## config.mk

```make
export PLATFORM = sky130hd
export DESIGN_NAME = midi_msg_parser
export DESIGN_NICKNAME = d
export VERILOG_FILES = /design/src/rtl/midi_msg_parser_pkg.sv /design/src/rtl/midi_msg_parser.sv
export SDC_FILE = /design/constraint.sdc
export NUM_CORES = 1
export LEC_CHECK = 0
export CORE_AREA = 2 2 64 66
export CTS_CLUSTER_SIZE = 8
export DETAILED_ROUTE_END_ITERATION = 7
export DIE_AREA = 0 0 66 68
export GPL_ROUTABILITY_DRIVEN = 0
export PLACE_DENSITY = 0.73
export SYNTH_ARGS = -nofsm -noshare
export SYNTH_HDL_FRONTEND = slang
export SYNTH_SLANG_ARGS = --single-unit
```

## constraint.sdc

```tcl
create_clock -name clk -period 1.54 [get_ports clk]
set_input_delay 0.308 -clock clk [delete_from_list [all_inputs] [get_ports clk]]
set_output_delay 0.308 -clock clk [all_outputs]
set_load 0.02 [all_outputs]
```

## src/rtl/midi_msg_parser_pkg.sv

```systemverilog
// rtl/midi_msg_parser_pkg.sv - status nibbles, byte-class bounds and FSM states for midi_msg_parser
package midi_msg_parser_pkg;

  localparam logic [3:0] NOTE_OFF = 4'h8;
  localparam logic [3:0] NOTE_ON  = 4'h9;
  localparam logic [3:0] POLY_AT  = 4'hA;
  localparam logic [3:0] CC       = 4'hB;
  localparam logic [3:0] PROG     = 4'hC;
  localparam logic [3:0] CH_AT    = 4'hD;
  localparam logic [3:0] PITCH    = 4'hE;

  localparam logic [7:0] SYS_BASE = 8'hF0;
  localparam logic [7:0] RT_BASE  = 8'hF8;

  typedef enum logic [1:0] {
    ST_IDLE    = 2'd0,
    ST_WAIT_D1 = 2'd1,
    ST_WAIT_D2 = 2'd2
  } state_t;

  function automatic logic is_one_data(input logic [3:0] t);
    case (t)
      PROG, CH_AT:                           return 1'b1;
      NOTE_OFF, NOTE_ON, POLY_AT, CC, PITCH: return 1'b0;
      default:                               return 1'b0;
    endcase
  endfunction

endpackage

```

## src/rtl/midi_msg_parser.sv

```systemverilog
// rtl/midi_msg_parser.sv - MIDI byte stream to Note On/Off events with running status
// Optional MIDI_PARSER_CC_EN: Control Change messages also become events, flagged on ev_is_cc.
module midi_msg_parser
  import midi_msg_parser_pkg::*;
#(
  parameter bit         OMNI    = 1'b1,
  parameter logic [3:0] CHANNEL = 4'd1
) (
  input  logic       clk,
  input  logic       reset,
  input  logic       rx_valid,
  input  logic [7:0] rx_byte,
  input  logic       rx_error,
  output logic       ev_valid,
  input  logic       ev_ready,
  output logic       ev_note_on,
  output logic [3:0] ev_channel,
  output logic [6:0] ev_note,
  output logic [6:0] ev_velocity,
  output logic       overflow
`ifdef MIDI_PARSER_CC_EN
  ,
  output logic       ev_is_cc
`endif
);

  state_t     r_state;
  logic [3:0] r_type;
  logic [3:0] r_chan;
  logic [6:0] r_d1;

  logic       r_ev_valid;
  logic       r_ev_on;
  logic [3:0] r_ev_chan;
  logic [6:0] r_ev_note;
  logic [6:0] r_ev_vel;
  logic       r_overflow;

  logic       w_is_rt;
  logic       w_is_sys;
  logic       w_msg_done;
  logic       w_type_note;
  logic       w_type_cc;
  logic       w_chan_ok;
  logic       w_new_ev;
  logic       w_new_on;
  logic [6:0] w_new_vel;

  assign w_is_rt     = rx_byte >= RT_BASE;
  assign w_is_sys    = (rx_byte >= SYS_BASE) && !w_is_rt;
  // The second data byte goes straight into the event register, so no d2 storage is needed.
  assign w_msg_done  = rx_valid && !rx_error && !rx_byte[7] && (r_state == ST_WAIT_D2);
  assign w_type_note = (r_type == NOTE_OFF) || (r_type == NOTE_ON);
`ifdef MIDI_PARSER_CC_EN
  assign w_type_cc   = (r_type == CC);
`else
  assign w_type_cc   = 1'b0;
`endif
  assign w_chan_ok   = OMNI || (r_chan == CHANNEL);
  assign w_new_ev    = w_msg_done && w_chan_ok && (w_type_note || w_type_cc);
  assign w_new_on    = (r_type == NOTE_ON) && (rx_byte[6:0] != 7'd0);
  assign w_new_vel   = (w_type_cc || w_new_on) ? rx_byte[6:0] : 7'd0;

`ifdef MIDI_PARSER_CC_EN
  logic r_ev_cc;
  assign ev_is_cc = r_ev_cc;
`endif

  always_ff @(posedge clk or posedge reset) begin
    if (reset) begin
      r_state    <= ST_IDLE;
      r_type     <= 4'd0;
      r_chan     <= 4'd0;
      r_d1       <= 7'd0;
      r_ev_valid <= 1'b0;
      r_ev_on    <= 1'b0;
      r_ev_chan  <= 4'd0;
      r_ev_note  <= 7'd0;
      r_ev_vel   <= 7'd0;
      r_overflow <= 1'b0;
`ifdef MIDI_PARSER_CC_EN
      r_ev_cc    <= 1'b0;
`endif
    end else begin
      if (rx_error) begin
        if (r_state != ST_IDLE) r_state <= ST_WAIT_D1;
      end else if (rx_valid && !w_is_rt) begin
        if (w_is_sys) begin
          r_state <= ST_IDLE;
          r_type  <= 4'd0;
          r_chan  <= 4'd0;
        end else if (rx_byte[7]) begin
          r_type  <= rx_byte[7:4];
          r_chan  <= rx_byte[3:0];
          r_state <= ST_WAIT_D1;
        end else begin
          case (r_state)
            ST_WAIT_D1: begin
              r_d1    <= rx_byte[6:0];
              r_state <= is_one_data(r_type) ? ST_WAIT_D1 : ST_WAIT_D2;
            end
            ST_WAIT_D2: r_state <= ST_WAIT_D1;
            default:    r_state <= ST_IDLE;
          endcase
        end
      end

      // A held event that is not being accepted wins; the newcomer is dropped.
      if (w_new_ev) begin
        if (!r_ev_valid || ev_ready) begin
          r_ev_valid <= 1'b1;
          r_ev_on    <= w_new_on;
          r_ev_chan  <= r_chan;
          r_ev_note  <= r_d1;
          r_ev_vel   <= w_new_vel;
`ifdef MIDI_PARSER_CC_EN
          r_ev_cc    <= w_type_cc;
`endif
        end else begin
          r_overflow <= 1'b1;
        end
      end else if (r_ev_valid && ev_ready) begin
        r_ev_valid <= 1'b0;
      end
    end
  end

  assign ev_valid    = r_ev_valid;
  assign ev_note_on  = r_ev_on;
  assign ev_channel  = r_ev_chan;
  assign ev_note     = r_ev_note;
  assign ev_velocity = r_ev_vel;
  assign overflow    = r_overflow;

endmodule
```

==> out/summary.md <==
The run finished with clean final reports. The first global-routing pass estimated 6.078 mm of wire. Share of layout cells above drive strength 1: 31.35%. The run gives 692.8 uV as the maximum vdd drop. The root buffer cell chosen for the clock tree is sky130_fd_sc_hd__clkbuf_8.

The largest fanout of any net on the critical path works out to 8. Dividing the synthesized area by the synthesized cell count gives 13.17 um2. Flip-flop cell with the highest count after synthesis: sky130_fd_sc_hd__dfrtp_1. The portion of synthesized area spent on multiplexers is 17.50%.

The floorplan die area came out at 0.004488 mm2. The shortest period the worst path allows was 1488 ps. The number of antenna diodes in the final layout is 0.

The critical path ends at r_d1[5]$_DFFE_PP0P_. In this run the number of H-tree levels came out at 2. After synthesis, the share of flip-flops with an asynchronous set or reset is 100.0%.

The min-delay analysis places its worst path in the category input pin to async pin. The number of rows created at floorplan is 23. The terminus of the critical flop-to-flop path was r_d1[5]$_DFFE_PP0P_. Global routing usage summed across all routing layers: 18.26%. By area, the combinational part of the netlist is dominated by multiplexers.

The Yosys step of the flow raised 0 warnings. The CTS clock-pin slew for the worst setup and hold paths was 80 ps; the setup clock skew after layout was 8.841 ps. Entering global routing, the biggest net connects 39 pins.

In this run the count of I/O pins placed on the die edge is 34. The worst pin sits at a relative slew slack of 79.68%. Summing every instance area after synthesis gives 0.001659 mm2. The number of nets produced by synthesis is 142.

The initial antenna violation count is 0, and the number of distinct library cell variants in the gate-level netlist after synthesis is 30. The power density over the cells works out to 984.7 mW/mm2. The source of the critical timing path was r_state[1]$_DFFE_PP0P_. Summing the areas of all and, or, nand and nor instances in the mapped netlist gives 10.56% of the synthesized area. The count of TritonRoute iterations in the first routing pass is 4. For the pin with the worst max-slew slack, the measured transition is 304.5 ps.

The initial core utilization came out at 43.02%. The sort of element at the start of the critical path is a register. The tools report the number of sinks handled by clock tree synthesis as 38. Of the total synthesized cell area, the portion taken by full adders, half adders and majority gates is 2.262%. The critical path runs through a total of 5 cells. The maximum clock path buffer count is 2, and the number of synthesized flops with an enable pin is 0. After the last flow step, the layout net total stands at 200. STA puts the critical path data required time at 1710 ps. The detailed placer's ending HPWL came out at 2.554 mm.

The largest individual stage delay along the critical path comes from the cell sky130_fd_sc_hd__dfrtp_1. Counting flops and latches in the post-synthesis netlist gives 38. Critical path's top delay family: flip-flops.

Setup repair after global routing could not meet its margin everywhere. For the number of fill cells in the layout, the log shows 337. The synthesized netlist devotes 8.220% of its cell area to compound gates. For this design the static power due to leakage is 1.274 nW. Via count of the first global-routing pass: 1,339. Walking the worst path, the cells encountered are inv_2 > ha_2 > nor4bb_4 > buf_6 > mux2_2. The number of buffers created by CTS is 5.

For this run, the slowest stage of the critical path takes 390 ps. Relative to the synthesized area, the layout overhead comes to 42.76%. Input and output buffers added on the ports amount to 33.

The logs give 0 for the number of failing setup endpoints in the final timing report and 126 for the count of mapped cells out of synthesis. The run gives 0 ps as the final setup TNS. After detailed routing, the number of remaining DRC violations is 0. The tools report the global route total overflow as 0. The cell count of the worst reg-to-reg path is 5, and the total power of the final layout is 2.332 mW. The tool flagged a number of max-cap violations equal to 0. Upper clock frequency limit: 672.1 MHz. The parity-gate share of the synthesized area counting xor and xnor cells works out to 0%. The routed via count divided by cell count works out to 5.128. The routed wire length per instance is 14.97 um.

TritonCTS built the clock tree. The clock network latency to the later pin of the worst-skew pair is 290 ps, and the height of the chip is 68 um. The final critical path takes up 96.62% of the cycle. STA puts the critical path data arrival time at 1660 ps. In this run the standard cell core region covers 0.003856 mm2.

The run gives 0 as the number of failing hold endpoints at the final stage. The final layout contains routed wiring with a total length of 3.519 mm. STA classifies the critical path endpoint as a register.

Together, buffers and inverters on the worst path number 2. The worst register-to-register path has a setup slack of 50 ps. For this block, the via count after detailed routing is 1,205.

The total count of max-transition violations in the final report is 0, and the cts-stage hold buffer count is 0. The die is 66 um wide. Of the synthesized area, sequential elements account for 57.32%. The critical path in this run is classified as register to register. The number of design-rule violations left by the first detailed-router iteration is 23. The start of the worst register-to-register path was r_state[1]$_DFFE_PP0P_. In this run the remaining antenna-violating nets after routing total 0.
-- area by class of cell --
cell class | count | area [um2] | share of cell area [%]
clock buffers | 6 | 82.58 | 3.487
clock inverters | 2 | 12.51 | 0.5283
inverters | 13 | 48.80 | 2.060
multi-input cells | 72 | 706.9 | 29.85
flip-flops and latches | 38 | 950.9 | 40.15
well taps | 50 | 62.56 | 2.641
repair buffers | 54 | 504.2 | 21.29
-- what timing repair did --
item,CTS,global route
endpoints found under the setup margin,34,26
resized for setup,24,19
pin swaps,0,5
buffers inserted,1,0
-- through the flow --
stage	cell area, um2	setup slack [ps]	instances	utilization (%)	hold WS [ps]
global placement	2207	-294.9	226	57.24	460.2
floorplan	1659	67.82	126	-	440.6
CTS	2292	11.03	235	59.44	367.2
finish	2369	52.12	235	61.42	356.4
detailed placement	2207	-369.9	226	57.24	474.8
global route	2369	-42.42	235	61.42	409.4
-- cells in the mapped netlist (2+ instances only) --
master | number | area, um2
sky130_fd_sc_hd__mux2i_1 | 8 | 80.08
sky130_fd_sc_hd__ha_1 | 3 | 37.54
sky130_fd_sc_hd__nor4bb_1 | 2 | 20.02
sky130_fd_sc_hd__o21ai_0 | 2 | 10.01
sky130_fd_sc_hd__mux2_2 | 16 | 180.2
sky130_fd_sc_hd__dfrtp_1 | 38 | 950.9
sky130_fd_sc_hd__nand2b_1 | 2 | 12.51
sky130_fd_sc_hd__nand3_1 | 2 | 10.01
sky130_fd_sc_hd__mux2_4 | 2 | 30.03
sky130_fd_sc_hd__a21o_1 | 2 | 15.01
sky130_fd_sc_hd__inv_1 | 13 | 48.80
sky130_fd_sc_hd__nand3b_1 | 2 | 15.01
sky130_fd_sc_hd__a22o_1 | 6 | 52.55
sky130_fd_sc_hd__nand2_1 | 12 | 45.04
-- cell families after synthesis --
group,count (synthesis)
flip-flops,38
multiplexers,26
AND/OR/NAND/NOR,26
AO/OA/AOI/OAI,17
buffers and inverters,16
adder cells (fa/ha/maj),3
-- flip-flops by register name, indices dropped and copies added (netlist names) --
register / flops
ev_channel: 4
r_type: 4
ev_note: 7
r_state: 2
overflow: 1
r_chan: 4
ev_note_on: 1
ev_velocity: 7
ev_valid: 1
r_d1: 7
-- routing by layer --
layer  wire (um)  track usage [%]  vias to the layer above
met1        1560            22.71                      605
li1            -                -                      562
met3         134            4.605                       10
met4          96            9.694                        0
met2        1728            29.55                       28
met5           0                0                        -
-- tightest hold or removal path, delay by kind of cell --
| family | cells | cell delay (ps) |
|---|---|---|
| buffers and inverters | 3 | 710 |
-- how the worst min path moves through the flow --
stage	slack, ps	depth (start not counted)	endpoint
2_1_floorplan	440	1	r_chan[0]$_DFFE_PP0P_
3_3_place_gp	460	1	overflow$_DFFE_PP0P_
3_5_place_dp	470	1	overflow$_DFFE_PP0P_
4_1_cts	370	3	ev_velocity[6]$_DFFE_PP0P_
5_1_grt	410	3	ev_velocity[6]$_DFFE_PP0P_
6_report	360	3	r_chan[0]$_DFFE_PP0P_
-- power by group --
group	switching, mW	internal, mW
logic	0.191	0.234
clock network	0.353	0.360
registers	0.0749	1.12
-- layout by cell type (no fill, tap or decap), drive strengths merged, types with 2 or more instances in the layout --
cell / n
a21o: 2
nor3b: 2
nand2: 12
buf: 21
nor4bb: 2
ha: 3
nand2b: 2
nand3b: 2
nand3: 2
clkbuf: 6
o21ai: 2
mux2i: 8
dlymetal6s2s: 6
clkdlybuf4s50: 5
dfrtp: 38
a22o: 6
mux2: 18
dlygate4sd2: 22
inv: 13
Note: power is estimated with default switching activity, not from simulation.
